==> src/rtl/id_ex_stage_pkg.sv <==
// Shared decode/execute definitions: write-register selects, ALU opcodes
// and the ID/EX stage state encoding.
package id_ex_stage_pkg;

  typedef enum logic [1:0] {
    WRREG_RT  = 2'd0,
    WRREG_RD  = 2'd1,
    WRREG_R31 = 2'd2,
    WRREG_NONE = 2'd3
  } wrreg_sel_e;

  localparam int unsigned ALU_OP_W = 5;

  typedef enum logic [ALU_OP_W-1:0] {
    ALU_ADD  = 5'd0,
    ALU_SUB  = 5'd1,
    ALU_AND  = 5'd2,
    ALU_OR   = 5'd3,
    ALU_XOR  = 5'd4,
    ALU_NOR  = 5'd5,
    ALU_SLT  = 5'd6,
    ALU_SLTU = 5'd7,
    ALU_SLL  = 5'd8,
    ALU_SRL  = 5'd9,
    ALU_SRA  = 5'd10,
    ALU_LUI  = 5'd11
  } alu_op_e;

  typedef enum logic {
    STATE_RUN    = 1'b0,
    STATE_BUBBLE = 1'b1
  } stage_state_e;

endpackage

==> src/rtl/id_ex_stage_sat_counter.sv <==
// Width-parameterised saturating incrementer; sticks at all-ones.
module sat_counter #(
  parameter int unsigned WIDTH = 16
) (
  input  logic             clk,
  input  logic             rst_n,
  input  logic             inc,
  output logic [WIDTH-1:0] count
);

  always_ff @(posedge clk or negedge rst_n) begin
    if (!rst_n) begin
      count <= '0;
    end else if (inc && (count != '1)) begin
      count <= count + WIDTH'(1);
    end
  end

endmodule

==> src/rtl/id_ex_stage.sv <==
// ID/EX pipeline register (xREG2) with load-use bubble insertion,
// branch flush, data-memory freeze and a saturating bubble counter.
module id_ex_stage
  import id_ex_stage_pkg::*;
#(
  parameter int unsigned DATA_W  = 32,
  parameter int unsigned ALUOP_W = ALU_OP_W,
  parameter int unsigned CNT_W   = 16
) (
  input  logic               clk,
  input  logic               rst,
  input  logic               do_hazard,
  input  logic               do_flush,
  input  logic               dm_busy,
  input  logic               id_valid,
  input  logic [DATA_W-1:0]  id_pc,
  input  logic [DATA_W-1:0]  f_reg_ra_data,
  input  logic [DATA_W-1:0]  f_reg_rb_data,
  input  logic [DATA_W-1:0]  f_reg_rt_data,
  input  logic [DATA_W-1:0]  id_imm_extend,
  input  logic [ALUOP_W-1:0] id_alu_op,
  input  logic               id_do_dm_read,
  input  logic               id_do_dm_write,
  input  logic               id_do_reg_write,
  input  logic [1:0]         id_select_write_reg,
  input  logic [4:0]         id_write_reg_addr,
  output logic               xREG2_valid,
  output logic [DATA_W-1:0]  xREG2_pc,
  output logic [DATA_W-1:0]  xREG2_ra_data,
  output logic [DATA_W-1:0]  xREG2_rb_data,
  output logic [DATA_W-1:0]  xREG2_rt_data,
  output logic [DATA_W-1:0]  xREG2_imm_extend,
  output logic [ALUOP_W-1:0] xREG2_alu_op,
  output logic               xREG2_do_dm_read,
  output logic               xREG2_do_dm_write,
  output logic               xREG2_do_reg_write,
  output logic [1:0]         xREG2_select_write_reg,
  output logic [4:0]         xREG2_write_reg_addr,
  output logic               stall_pc,
  output logic               stall_ifid,
  output logic [CNT_W-1:0]   bubble_count
);

  stage_state_e state;
  logic         stall;
  logic         bubble_inc;

  // Gated by rst so the hold lines read 0 throughout reset.
  assign stall      = rst & (dm_busy | (do_hazard & ~do_flush));
  assign stall_pc   = stall;
  assign stall_ifid = stall;
  assign bubble_inc = ~dm_busy & ~do_flush & do_hazard;

  always_ff @(posedge clk or negedge rst) begin
    if (!rst) begin
      state                  <= STATE_RUN;
      xREG2_valid            <= 1'b0;
      xREG2_pc               <= '0;
      xREG2_ra_data          <= '0;
      xREG2_rb_data          <= '0;
      xREG2_rt_data          <= '0;
      xREG2_imm_extend       <= '0;
      xREG2_alu_op           <= '0;
      xREG2_do_dm_read       <= 1'b0;
      xREG2_do_dm_write      <= 1'b0;
      xREG2_do_reg_write     <= 1'b0;
      xREG2_select_write_reg <= '0;
      xREG2_write_reg_addr   <= '0;
    end else if (dm_busy) begin
      state <= state;
    end else if (do_flush || do_hazard) begin
      // Bubble: data fields are left as-is, only validity and controls are killed.
      state                <= do_flush ? STATE_RUN : STATE_BUBBLE;
      xREG2_valid          <= 1'b0;
      xREG2_do_dm_read     <= 1'b0;
      xREG2_do_dm_write    <= 1'b0;
      xREG2_do_reg_write   <= 1'b0;
      xREG2_write_reg_addr <= '0;
    end else begin
      state                  <= STATE_RUN;
      xREG2_valid            <= id_valid;
      xREG2_pc               <= id_pc;
      xREG2_ra_data          <= f_reg_ra_data;
      xREG2_rb_data          <= f_reg_rb_data;
      xREG2_rt_data          <= f_reg_rt_data;
      xREG2_imm_extend       <= id_imm_extend;
      xREG2_alu_op           <= id_alu_op;
      xREG2_do_dm_read       <= id_do_dm_read & id_valid;
      xREG2_do_dm_write      <= id_do_dm_write & id_valid;
      xREG2_do_reg_write     <= id_do_reg_write & id_valid;
      xREG2_select_write_reg <= id_select_write_reg;
      xREG2_write_reg_addr   <= id_write_reg_addr;
    end
  end

  sat_counter #(.WIDTH(CNT_W)) u_bubble_cnt (
    .clk   (clk),
    .rst_n (rst),
    .inc   (bubble_inc),
    .count (bubble_count)
  );

endmodule

==> config.mk <==
export PLATFORM = sky130hd
export DESIGN_NAME = id_ex_stage
export DESIGN_NICKNAME = d
export VERILOG_FILES = /design/src/rtl/id_ex_stage_pkg.sv /design/src/rtl/id_ex_stage_sat_counter.sv /design/src/rtl/id_ex_stage.sv
export SDC_FILE = /design/constraint.sdc
export NUM_CORES = 1
export LEC_CHECK = 0
export BUFFER_PORTS_ARGS = -buffer_cell sky130_fd_sc_hd__buf_2
export CORE_AREA = 2 2 147 149
export DETAILED_ROUTE_END_ITERATION = 8
export DIE_AREA = 0 0 149 151
export SLEW_MARGIN = 5
export SYNTH_ARGS = -nofsm -noshare
export SYNTH_HDL_FRONTEND = slang
export SYNTH_SLANG_ARGS = --single-unit
==> constraint.sdc <==
create_clock -name clk -period 2.2 [get_ports clk]
set_input_delay 0.22 -clock clk [delete_from_list [all_inputs] [get_ports clk]]
set_output_delay 0.22 -clock clk [all_outputs]
set_load 0.05 [all_outputs]
==> results.md <==
- Outcome: finished, final reports clean
- Leak: roughly 5.2 nW
- CTS Sinks: 192
- Multi-input logic area: 2430 sq um
- WP data required: 1.98 ns
- Final #Nets: roughly 1100
- Cell count of the worst hold path: 2
- Worst min-delay path category: primary input to register
- Top FF cell, synth: dfrtp_1
- Library cells used by synthesis: 35
- GR Util All Layers: 0.166
- Crit share post-route: 0.830
- RSZ-0062 raised after global routing: no
- Routed via count: 5305
- Die Span X: 149 microns
- Mapped Cells: 448
- Crit Path Category: primary input to output pin
- Global-route wire length before repair: 28.8 mm
- FF/Latch Area: 4800 sq um
- Initial antenna violation count: 1
- Cts hold-fix bufs: 38
- DP Worst Slack: 0.432 ns
- Htree depth: 4
- Final Util: 0.514
- Clk_lat worst skew: 0.43 ns
- Routability cong.: 0.804
- Final ANT Viol Nets: 0
- Ports: 375
- Vias per inst: about 4.5
- Syn_area_per_cell: 16.4 sq um
- Max-cap violations: 0
- CTS Buf Count: 17
- Non-Filler Instances: around 1200
- PwrDens: roughly 1100 nW/um^2
- Sequential power share: 0.385
- Postcts setup bufs: 0
- Pin count of the biggest net entering global routing: 84
- Data arrival time of the critical path: 1.60 ns
- Post-cts sizing count: 0
- Global route overflow: 0
- Worst-margin pin slew: 0.519 ns
- DR iter-0 viols: 113
- Logic pwr share: 0.357
- Peak supply drop: around 500 uV
- Setup violations, final: 0
- Clock-pin slew on the worst setup and hold paths: 0.08 ns
- Post-synth EDFFs: 0
- Number of instances in the placed design: 1090
- Synth area leader: dfrtp_1
- Starting density of the core: 0.352
- Vias in the first global route: 5467
- CTS tree: built
- Core area: around 21000 sq um
- Switch Pwr: 4.86 mW
- Switching power share of the total: 0.416
- Ys async rst share: 1.00
- Max-slew headroom at the worst pin: 0.654
- Final Max Tran Viols: 0
- Setup TNS: 0 ns
- Clock network fraction of total power: 0.258
- Layout area overhead: 46.0%
- Clock Tree Buf Depth: 2
- Syn nets: 630
- Pint: 6.81 mW
- Final setup margin: between 0.3 and 0.4 ns
- Fillers: 1867
- Port bufs: about 370
- Crit path time final: around 1.8 ns
- FP Rows: 53
- Share of cells above drive strength 1: 0.669
- Critical path peak fanout: 40
- Synth top cells by count: 192 x dfrtp_1, 167 x mux2_2, 15 x buf_2, 8 x xor2_1
- Worst setup path startpoint: rst
- R2R setup slack: 0.42 ns
- WL per Instance: between 15 and 20 microns
- Worst r2r dst: u_bubble_cnt.count[1]
- Crit end category: output pin
- Drt drc: 0
- DRT Wirelength: 19.3 mm
- Yosys top cell area share: 0.656
- First-pass detailed-route iteration total: 4
- Hold endpoint: xREG2_rt_data[21]
- Count leader, synth: dfrtp_1
- Sequential-to-total area share from yosys stat: 0.656
- Die Y: ~150 microns
- Reg2Reg Depth: 4
- Reg2reg start: u_bubble_cnt.count[3]
- Worst min-delay path startpoint: f_reg_rt_data[21]
- CTS root buf: clkbuf_16
- Die area: 22500 sq um
- CP Launch Type: primary input
- Cell Area, Synth: 7330 sq um
- Layout Skew: 0.0134 ns
- Achievable Freq: 548 MHz
- Final Hold Viols: 0
- #FFs+latches synth: 192
- Yosys warnings: 0
- Main area contributors after synthesis: dfrtp_1 66%, mux2_2 26%, buf_2 1.0%
- Dpl hpwl: 14.1 mm
through the flow:
stage          hold slack [ns]  cell area (sq um)  power, mW
2_1_floorplan          -0.0756               7330       7.53
3_3_place_gp             0.180               9640       8.64
3_5_place_dp             0.180               9640       8.70
4_1_cts               0.000212              10600       11.8
5_1_grt               0.000123              10700       12.2
6_report                0.0181              10700       11.7
layout make-up:
type	instances	share of cell area
Antenna cell	2	0.000468
Clock buffer	18	0.0401
Clock inverter	14	0.0140
Inverter	1	0.000351
Multi-Input combinational cell	234	0.227
Sequential cell	192	0.449
Tap cell	275	0.0321
Timing Repair Buffer	436	0.237
cells in the final DEF, fill, tap and decap left out, types with 3 or more instances in the layout:
cell | netlist | routed
nand2_1 | 6 | 6
nand4_1 | 4 | 4
a22o_1 | 6 | 6
xnor2_1 | 5 | 5
clkinv_8 | 0 | 3
mux2_2 | 167 | 167
inv_8 | 0 | 4
buf_2 | 15 | 373
buf_12 | 0 | 6
buf_4 | 1 | 8
dfrtp_1 | 192 | 192
clkbuf_16 | 0 | 17
xor2_1 | 8 | 8
a32o_1 | 3 | 3
nor3_1 | 5 | 5
dlygate4sd3_1 | 0 | 48
clkinv_4 | 0 | 5
nand3_1 | 5 | 5
power groups by stage:
stage	logic, mW	registers (mW)	clock network, mW
after CTS	4.19	4.51	3.11
final	4.16	4.50	3.01
after global routing	4.34	4.59	3.25
after detailed placement	4.13	4.56	0
after floorplan	0.689	6.85	0
after global placement	4.10	4.54	0
cell families after synthesis:
kind of cell	Yosys count	share of synthesized area
buffers and inverters	22	0.0143
AND/OR/NAND/NOR	39	0.0389
AO/OA/AOI/OAI	12	0.0138
XOR/XNOR	13	0.0155
flip-flops	192	0.656
multiplexers	169	0.260
adder cells (fa/ha/maj)	1	0.00171
per-layer routing:
| layer | track usage | share of wire | vias up |
|---|---|---|---|
| met1 | 0.190 | 0.39 | 2605 |
| met3 | 0.0554 | 0.073 | 24 |
| met5 | 0 | 0 | - |
| li1 | - | - | 2468 |
| met2 | 0.291 | 0.52 | 208 |
| met4 | 0.0576 | 0.020 | 0 |
worst max-delay path by stage:
stage          depth (start not counted)                     end
2_1_floorplan                          4   u_bubble_cnt.count[1]
3_3_place_gp                           5  u_bubble_cnt.count[11]
3_5_place_dp                           4   u_bubble_cnt.count[1]
4_1_cts                                4              stall_ifid
5_1_grt                                4              stall_ifid
6_report                               4                stall_pc
worst max-delay path, cell delays in order:
cell and delay (ns):
dlygate4sd3_1 0.55, clkbuf_8 0.35, o21a_1 0.20, buf_2 0.26
Power figures use the tool's default switching activity.
